==> src/rtl/fs_fifo.sv <==
// Single-clock FIFO buffering read data between the Wishbone and QSPI sides of the bridge.
// Define FS_FIFO_ERR_FLAGS_EN to add sticky overflow_o/underflow_o error outputs.
module fs_fifo #(
  parameter int WIDTH = 16,
  parameter int DEPTH = 16
) (
  input  logic                     clk_i,
  input  logic                     reset_ni,
  input  logic                     wr_i,
  input  logic [WIDTH-1:0]         wr_data_i,
  input  logic                     rd_i,
  output logic [WIDTH-1:0]         rd_data_o,
  output logic                     full_o,
  output logic                     empty_o,
`ifdef FS_FIFO_ERR_FLAGS_EN
  output logic                     overflow_o,
  output logic                     underflow_o,
`endif
  output logic [$clog2(DEPTH):0]   filled_o
);

  localparam int AW = $clog2(DEPTH);
  localparam int CW = AW + 1;

  logic [WIDTH-1:0] mem [DEPTH];
  logic [AW-1:0]    wptr;
  logic [AW-1:0]    rptr;
  logic             push;
  logic             pop;

  // Acceptance is decided from the pre-edge count, so a same-edge pop never frees room for a push.
  assign full_o  = (filled_o == CW'(DEPTH));
  assign empty_o = (filled_o == '0);
  assign push    = wr_i && !full_o;
  assign pop     = rd_i && !empty_o;

  always_ff @(posedge clk_i) begin
    if (reset_ni && push) begin
      mem[wptr] <= wr_data_i;
    end
  end

  always_ff @(posedge clk_i) begin
    if (!reset_ni) begin
      wptr      <= '0;
      rptr      <= '0;
      filled_o  <= '0;
      rd_data_o <= '0;
    end else begin
      if (push) begin
        wptr <= wptr + 1'b1;
      end
      if (pop) begin
        rd_data_o <= mem[rptr];
        rptr      <= rptr + 1'b1;
      end
      case ({push, pop})
        2'b10:   filled_o <= filled_o + 1'b1;
        2'b01:   filled_o <= filled_o - 1'b1;
        default: filled_o <= filled_o;
      endcase
    end
  end

`ifdef FS_FIFO_ERR_FLAGS_EN
  always_ff @(posedge clk_i) begin
    if (!reset_ni) begin
      overflow_o  <= 1'b0;
      underflow_o <= 1'b0;
    end else begin
      if (wr_i && full_o) begin
        overflow_o <= 1'b1;
      end
      if (rd_i && empty_o) begin
        underflow_o <= 1'b1;
      end
    end
  end
`endif

endmodule

==> config.mk <==
export PLATFORM = sky130hd
export DESIGN_NAME = fs_fifo
export DESIGN_NICKNAME = d
export VERILOG_FILES = /design/src/rtl/fs_fifo.sv
export SDC_FILE = /design/constraint.sdc
export NUM_CORES = 1
export LEC_CHECK = 0
export CAP_MARGIN = 20
export CORE_MARGIN = 3
export CORE_UTILIZATION = 60
export DETAILED_ROUTE_END_ITERATION = 12
export GPL_TIMING_DRIVEN = 0
export PLACE_DENSITY_LB_ADDON = 0.05
export SLEW_MARGIN = 25
export SYNTH_ARGS = -nofsm -noshare
export SYNTH_HDL_FRONTEND = slang
export SYNTH_SLANG_ARGS = --single-unit
==> constraint.sdc <==
create_clock -name clk_i -period 4.1 [get_ports clk_i]
set_input_delay 0.41 -clock clk_i [delete_from_list [all_inputs] [get_ports clk_i]]
set_output_delay 0.41 -clock clk_i [all_outputs]
set_load 0.02 [all_outputs]
==> flow_summary.yaml, run 1 <==
route:
  vias_per_cell: 6.302
  routed_wl_mm: 23.43
  ant_nets: 0
  drtPass1Iterations: 7
  first_iter_violations: 510
  drc: 0
  wl_per_cell_microns: 24.90
  vias: 5930
clock_network:
  cts.clk_slew.worst_paths_ns: 0.06
  ctsHoldBuffers: 0
  postCtsSetupBuffers: 0
  htreeDepth: 1
  cts.repair.resized: 0
  numCtsBuffers: 28
  clock_latency_ns: 0.53
  cts_buffer_depth: 3
  cts-root-buf: "clkbuf_16"
  cts.sinks: 285
  cts_tree: "built"
power_and_ir_drop:
  power_density_nw_per_um2: 583.0
  p_leak_nw: 4.043
  ir_drop_v: 0.0004705
final_layout:
  fill_cells: 1072
  nets: 724
  diodes: 0
  seq_area_sq_um: 8268
  multi_input_area_sq_um: 2574
  area_delta_synth_final_pct: 17.03
  drive_above_1_share_pct: 18.02
yosys:
  synth.top_cell.area_share_pct: 69.89
  yosys-top-cells-area: "edfxtp_1, mux4_2, mux2i_1"
  synth.most_common_cell: "edfxtp_1"
  netlist_instances: 608
  seq_area_frac_synth_pct: 75.17
  syn_nets: 638
  synth_area_per_cell_sq_um: 18.09
  ys_top_cells_by_count: "edfxtp_1, mux2i_1, nor2_1"
  ys_async_sr_fraction_pct: 0
  ys_seq_elements: 285
  yosysUniqueCellTypes: 35
  synth_ff_type: "edfxtp_1"
  yosysWarnings: 0
  yosysTopAreaCell: "edfxtp_1"
  synth_edf_count: 256
  syn_area_sq_um: 11000
global_route:
  grt_busiest_layer: "met2"
  grt_usage_pct: 23.76
  gr-usage-met3_pct: 3.303
  grt_util_met2_pct: 40.98
  grt_pass1_wl_mm: 35.69
  antenna_found_initial: 0
  grt-ovfl-total: 0
  grt_pass1_vias: 6105
  met1_usage_pct: 32.39
  grt_max_degree: 17
worst_setup_path:
  cp_max_fo: 10
  worstSetupEndpointType: "flip-flop"
  path_class: "reg2reg"
  crit_required_ns: 4.51
  critPathLaunchType: "flip-flop"
  cp.arrival_ns: 3.69
sta:
  hold_viol_final: 0
  maxSlewViolCount: 0
  rsz0062_at_grt: "false"
  post-route-period-util_pct: 79.90
  final.setup.tns_ns: 0
  fin_worst_skew_ns: 0.01215
  relSlewSlack_pct: 47.30
  fmax_mhz: 305.3
  setup_slack_ns: 0.8241
  tightest_slew_ns: 0.7905
  setup_violations: 0
  period_minus_slack_ns: 3.276
floorplanning:
  dieArea_sq_um: 19990
  dieWidth_microns: 141.4
  placementRows: 48
  io_pins: 43
  chipHeight_microns: 141.4
  core_area_sq_um: 17600
  initial_core_util_pct: 62.51
placed_design:
  dpl_worst_slack_ns: 0.8479
  dp_hpwl_mm: 15.38
  gp_congestion: 0.8756
  portBuffers: 42
outcome:
  run_status: "complete, no violations"
min_path:
  hold_path_class: "reg2reg"
flow_run:
  cap_violations: 0
state kept, by name, summed over array words and instances (netlist names):
| register | flops |
|---|---|
| filled_o | 5 |
| mem | 256 |
| rd_data_o | 16 |
| rptr | 4 |
| wptr | 4 |
stage by stage:
step | cells | total power [mW] | cell area [sq um] | util, % | hold slack (ns)
after floorplan | 608 | 4.398 | 11000 | - | 0.5089
after global placement | 875 | 4.935 | 11700 | 66.50 | 0.5190
after detailed placement | 889 | 5.004 | 11940 | 67.83 | 0.5453
after CTS | 941 | 7.543 | 12870 | 73.15 | 0.5493
after global routing | 941 | 7.802 | 12870 | 73.15 | 0.5816
final | 941 | 7.505 | 12870 | 73.15 | 0.5528
power by group:
part | internal (mW) | total, mW | switching (mW)
Clock | 1.55 | 2.56 | 1.01
Sequential | 3.31 | 3.43 | 0.113
Combinational | 0.670 | 1.52 | 0.853
cell usage in the layout (no fill, tap or decap), types with 10 or more instances in the layout:
cell type | Yosys | layout
edfxtp_1 | 256 | 256
mux2i_1 | 66 | 66
clkdlybuf4s50_1 | 0 | 42
mux4_2 | 32 | 32
o22ai_1 | 32 | 32
clkbuf_16 | 0 | 29
dfxtp_1 | 29 | 29
clkbuf_1 | 11 | 22
o21ai_0 | 20 | 20
nor2_1 | 35 | 19
a22oi_1 | 16 | 16
a31oi_1 | 16 | 16
buf_2 | 14 | 14
nor2_2 | 0 | 14
and2_1 | 11 | 11
nand2_1 | 10 | 10
cell type report:
cell class	count	share of cell area (%)
inverters	7	0.2041
plain buffers	34	1.409
clock inverters	5	0.5735
well taps	225	2.187
flip-flops and latches	285	64.23
clock buffers	47	6.707
multi-input cells	282	19.99
repair buffers	56	4.695
critical path: stages, from the launching register on:
cell,delay (ns)
dfxtp_1,0.36
or4_1,0.57
o21a_1,0.20
buf_6,0.15
buf_2,0.20
ha_1,0.26
ha_1,0.33
nor2b_1,0.14
o21ai_0,0.25
a21oi_1,0.11
or3b_2,0.47
mux2i_1,0.13
final timing paths:
kind                            start  depth (start not counted)                  endpoint  slack (ns)
max          filled_o[1]$_SDFFE_PN0P_                         11  filled_o[4]$_SDFFE_PN0P_        0.82
min          filled_o[4]$_SDFFE_PN0P_                          2  filled_o[4]$_SDFFE_PN0P_        0.55
max reg2reg  filled_o[1]$_SDFFE_PN0P_                         11  filled_o[4]$_SDFFE_PN0P_        0.82
min reg2reg  filled_o[4]$_SDFFE_PN0P_                          2  filled_o[4]$_SDFFE_PN0P_        0.55
cells by family after synthesis:
| group | synth area share, % |
|---|---|
| buffers and inverters | 1.888 |
| muxes | 12.56 |
| DFF | 75.17 |
| and+or+nand+nor | 3.356 |
| adders and majority gates | 1.206 |
| xor gates and xnor gates | 0.7167 |
| AOI/OAI and AO/OA | 5.108 |
layer usage:
layer | wire [microns] | part of all wire (%)
met4 | 562 | 2.4
met2 | 11860 | 51
met5 | 0 | 0
met1 | 9399 | 40
met3 | 1614 | 6.9
Note: power is estimated with default switching activity, not from simulation.
==> inputs of run 2 (changes only) <==
- clock period: 4.1 -> 3.24 ns (I/O delays scaled with it)
==> run 2 against run 1 <==
Against the previous run: routed wire length fell by 0.11%; critical endpoint unchanged; critical path depth did not move; fmax rose by 5.8%; setup slack got worse by 0.68 ns; sequential share of layout area barely moved; die area did not move.
==> flow_summary.yaml, run 2 (same netlist as run 1, synthesis figures left out) <==
flow_run:
  cap_violations: 0
route:
  wl_per_cell_microns: 24.87
  ant_nets: 0
  drtPass1Iterations: 5
  routed_wl_mm: 23.41
  vias: 5890
  vias_per_cell: 6.259
  first_iter_violations: 529
  drc: 0
clock_network:
  clock_latency_ns: 0.53
  cts_buffer_depth: 3
  htreeDepth: 1
  cts-root-buf: "clkbuf_16"
  cts.clk_slew.worst_paths_ns: 0.06
  numCtsBuffers: 28
  ctsHoldBuffers: 0
  cts_tree: "built"
  cts.sinks: 285
floorplanning:
  chipHeight_microns: 141.4
  dieWidth_microns: 141.4
  dieArea_sq_um: 19990
  io_pins: 43
  core_area_sq_um: 17600
  initial_core_util_pct: 62.51
  placementRows: 48
sta:
  maxSlewViolCount: 0
  setup_violations: 0
  tightest_slew_ns: 0.8039
  fmax_mhz: 322.9
  hold_viol_final: 0
  fin_worst_skew_ns: 0.01308
  rsz0062_at_grt: "false"
  post-route-period-util_pct: 95.59
  final.setup.tns_ns: 0
  period_minus_slack_ns: 3.097
  relSlewSlack_pct: 46.41
global_route:
  grt_usage_pct: 23.76
  antenna_found_initial: 0
  grt_pass1_vias: 6105
  grt_max_degree: 17
  grt-ovfl-total: 0
  grt_pass1_wl_mm: 35.69
worst_setup_path:
  cp_max_fo: 10
  crit_required_ns: 3.65
  crit_buf_inv: 2
  critPathLaunchType: "flip-flop"
  worstPathCellList: "or4_1, o21a_1, buf_6, buf_2, ha_2, ha_1, nor2b_1, o21ai_2, a21oi_1, or3b_2, mux2i_1"
  path_class: "reg2reg"
  critPathSlowestCell: "or4_1"
  worstSetupEndpointType: "flip-flop"
  cp.arrival_ns: 3.51
  cp_slowest_stage_delay_ns: 0.57
  path_delay_family: "simple AND/OR/NAND/NOR gates"
final_layout:
  drive_above_1_share_pct: 18.30
  area_delta_synth_final_pct: 17.09
  fill_cells: 1073
  fin_cells: 941
  layout_commonest_cell: "edfxtp_1"
  nets: 724
  reg_top3: "mem: 256 flops, rd_data_o: 16 flops, filled_o: 5 flops"
  largest_reg_flops: 256
  final_cell_mix: "edfxtp_1, mux2i_1, clkdlybuf4s50_1"
  diodes: 0
  top_register: "mem"
placed_design:
  dp_hpwl_mm: 15.38
  gp_congestion: 0.8756
  portBuffers: 42
  placed_cells: 889
outcome:
  run_status: "complete, no violations"
power_and_ir_drop:
  p_leak_nw: 4.041
  ir_drop_v: 0.0005987
  power_density_nw_per_um2: 737.9
min_path:
  hold_path_class: "reg2reg"
-- run 2: through the flow --
stage	instance area (sq um)	total power, mW	hold slack [ns]	util (%)	setup slack [ns]
2_1_floorplan	11000	5.565	0.4229	-	0.2106
6_report	12880	9.503	0.5533	73.19	0.1429
4_1_cts	12870	9.546	0.5297	73.15	0.04807
3_5_place_dp	11940	6.332	0.5453	67.83	-0.002602
3_3_place_gp	11700	6.245	0.5190	66.50	-0.08425
5_1_grt	12880	9.883	0.5661	73.19	0.02747
-- run 2: worst register-to-register path, delay by kind of cell (launching register included) --
| kind | cells | cell delay (ns) |
|---|---|---|
| flip-flops | 1 | 0.36 |
| AND/OR/NAND/NOR | 3 | 1.18 |
| multiplexers | 1 | 0.13 |
| AO/OA/AOI/OAI | 3 | 0.42 |
| adder cells (fa/ha/maj) | 2 | 0.55 |
| buffers and inverters | 2 | 0.35 |
-- run 2: per-layer routing --
metal | vias to the layer above | routed length (microns) | global-route usage, % | part of all wire, %
met1 | 3028 | 9556 | 32.39 | 41
met3 | 42 | 1495 | 3.303 | 6.4
li1 | 2600 | - | - | -
met2 | 220 | 11830 | 40.98 | 51
met5 | - | 0 | 0 | 0
met4 | 0 | 523 | 6.465 | 2.2
-- run 2: final timing paths --
check | startpoint | to | slack [ns] | cells past startpoint
worst max-delay path | filled_o[1]$_SDFFE_PN0P_ | filled_o[4]$_SDFFE_PN0P_ | 0.14 | 11
worst min register to register | filled_o[4]$_SDFFE_PN0P_ | filled_o[4]$_SDFFE_PN0P_ | 0.55 | 2
worst min-delay path | filled_o[4]$_SDFFE_PN0P_ | filled_o[4]$_SDFFE_PN0P_ | 0.55 | 2
worst max register to register | filled_o[1]$_SDFFE_PN0P_ | filled_o[4]$_SDFFE_PN0P_ | 0.14 | 11
-- run 2: final cells by class --
class                      instances  area (sq um)  share of cell area, %
sequential                       285          8268                  64.20
multi-input combinational        282          2580                  20.03
clock buffer                      47         863.3                  6.704
timing repair buffer              56         604.3                  4.693
tap                              225         281.5                  2.186
buffer                            34         181.4                  1.409
clock inverter                     5         73.82                 0.5732
inverter                           7         26.28                 0.2040
-- run 2: report_power, final --
part	total, mW	switching, mW	internal [mW]
Sequential	4.34	0.143	4.19
Combinational	1.94	1.09	0.851
Clock	3.23	1.27	1.96
-- run 2: timing repair --
| action | 4_1_cts | 5_1_grt |
|---|---|---|
| resized for setup | 1 | 2 |
| pin swaps | 0 | 0 |
| hold endpoints to repair | 0 | 0 |
| buffers inserted | 0 | 0 |
| setup endpoints to repair | 1 | 1 |
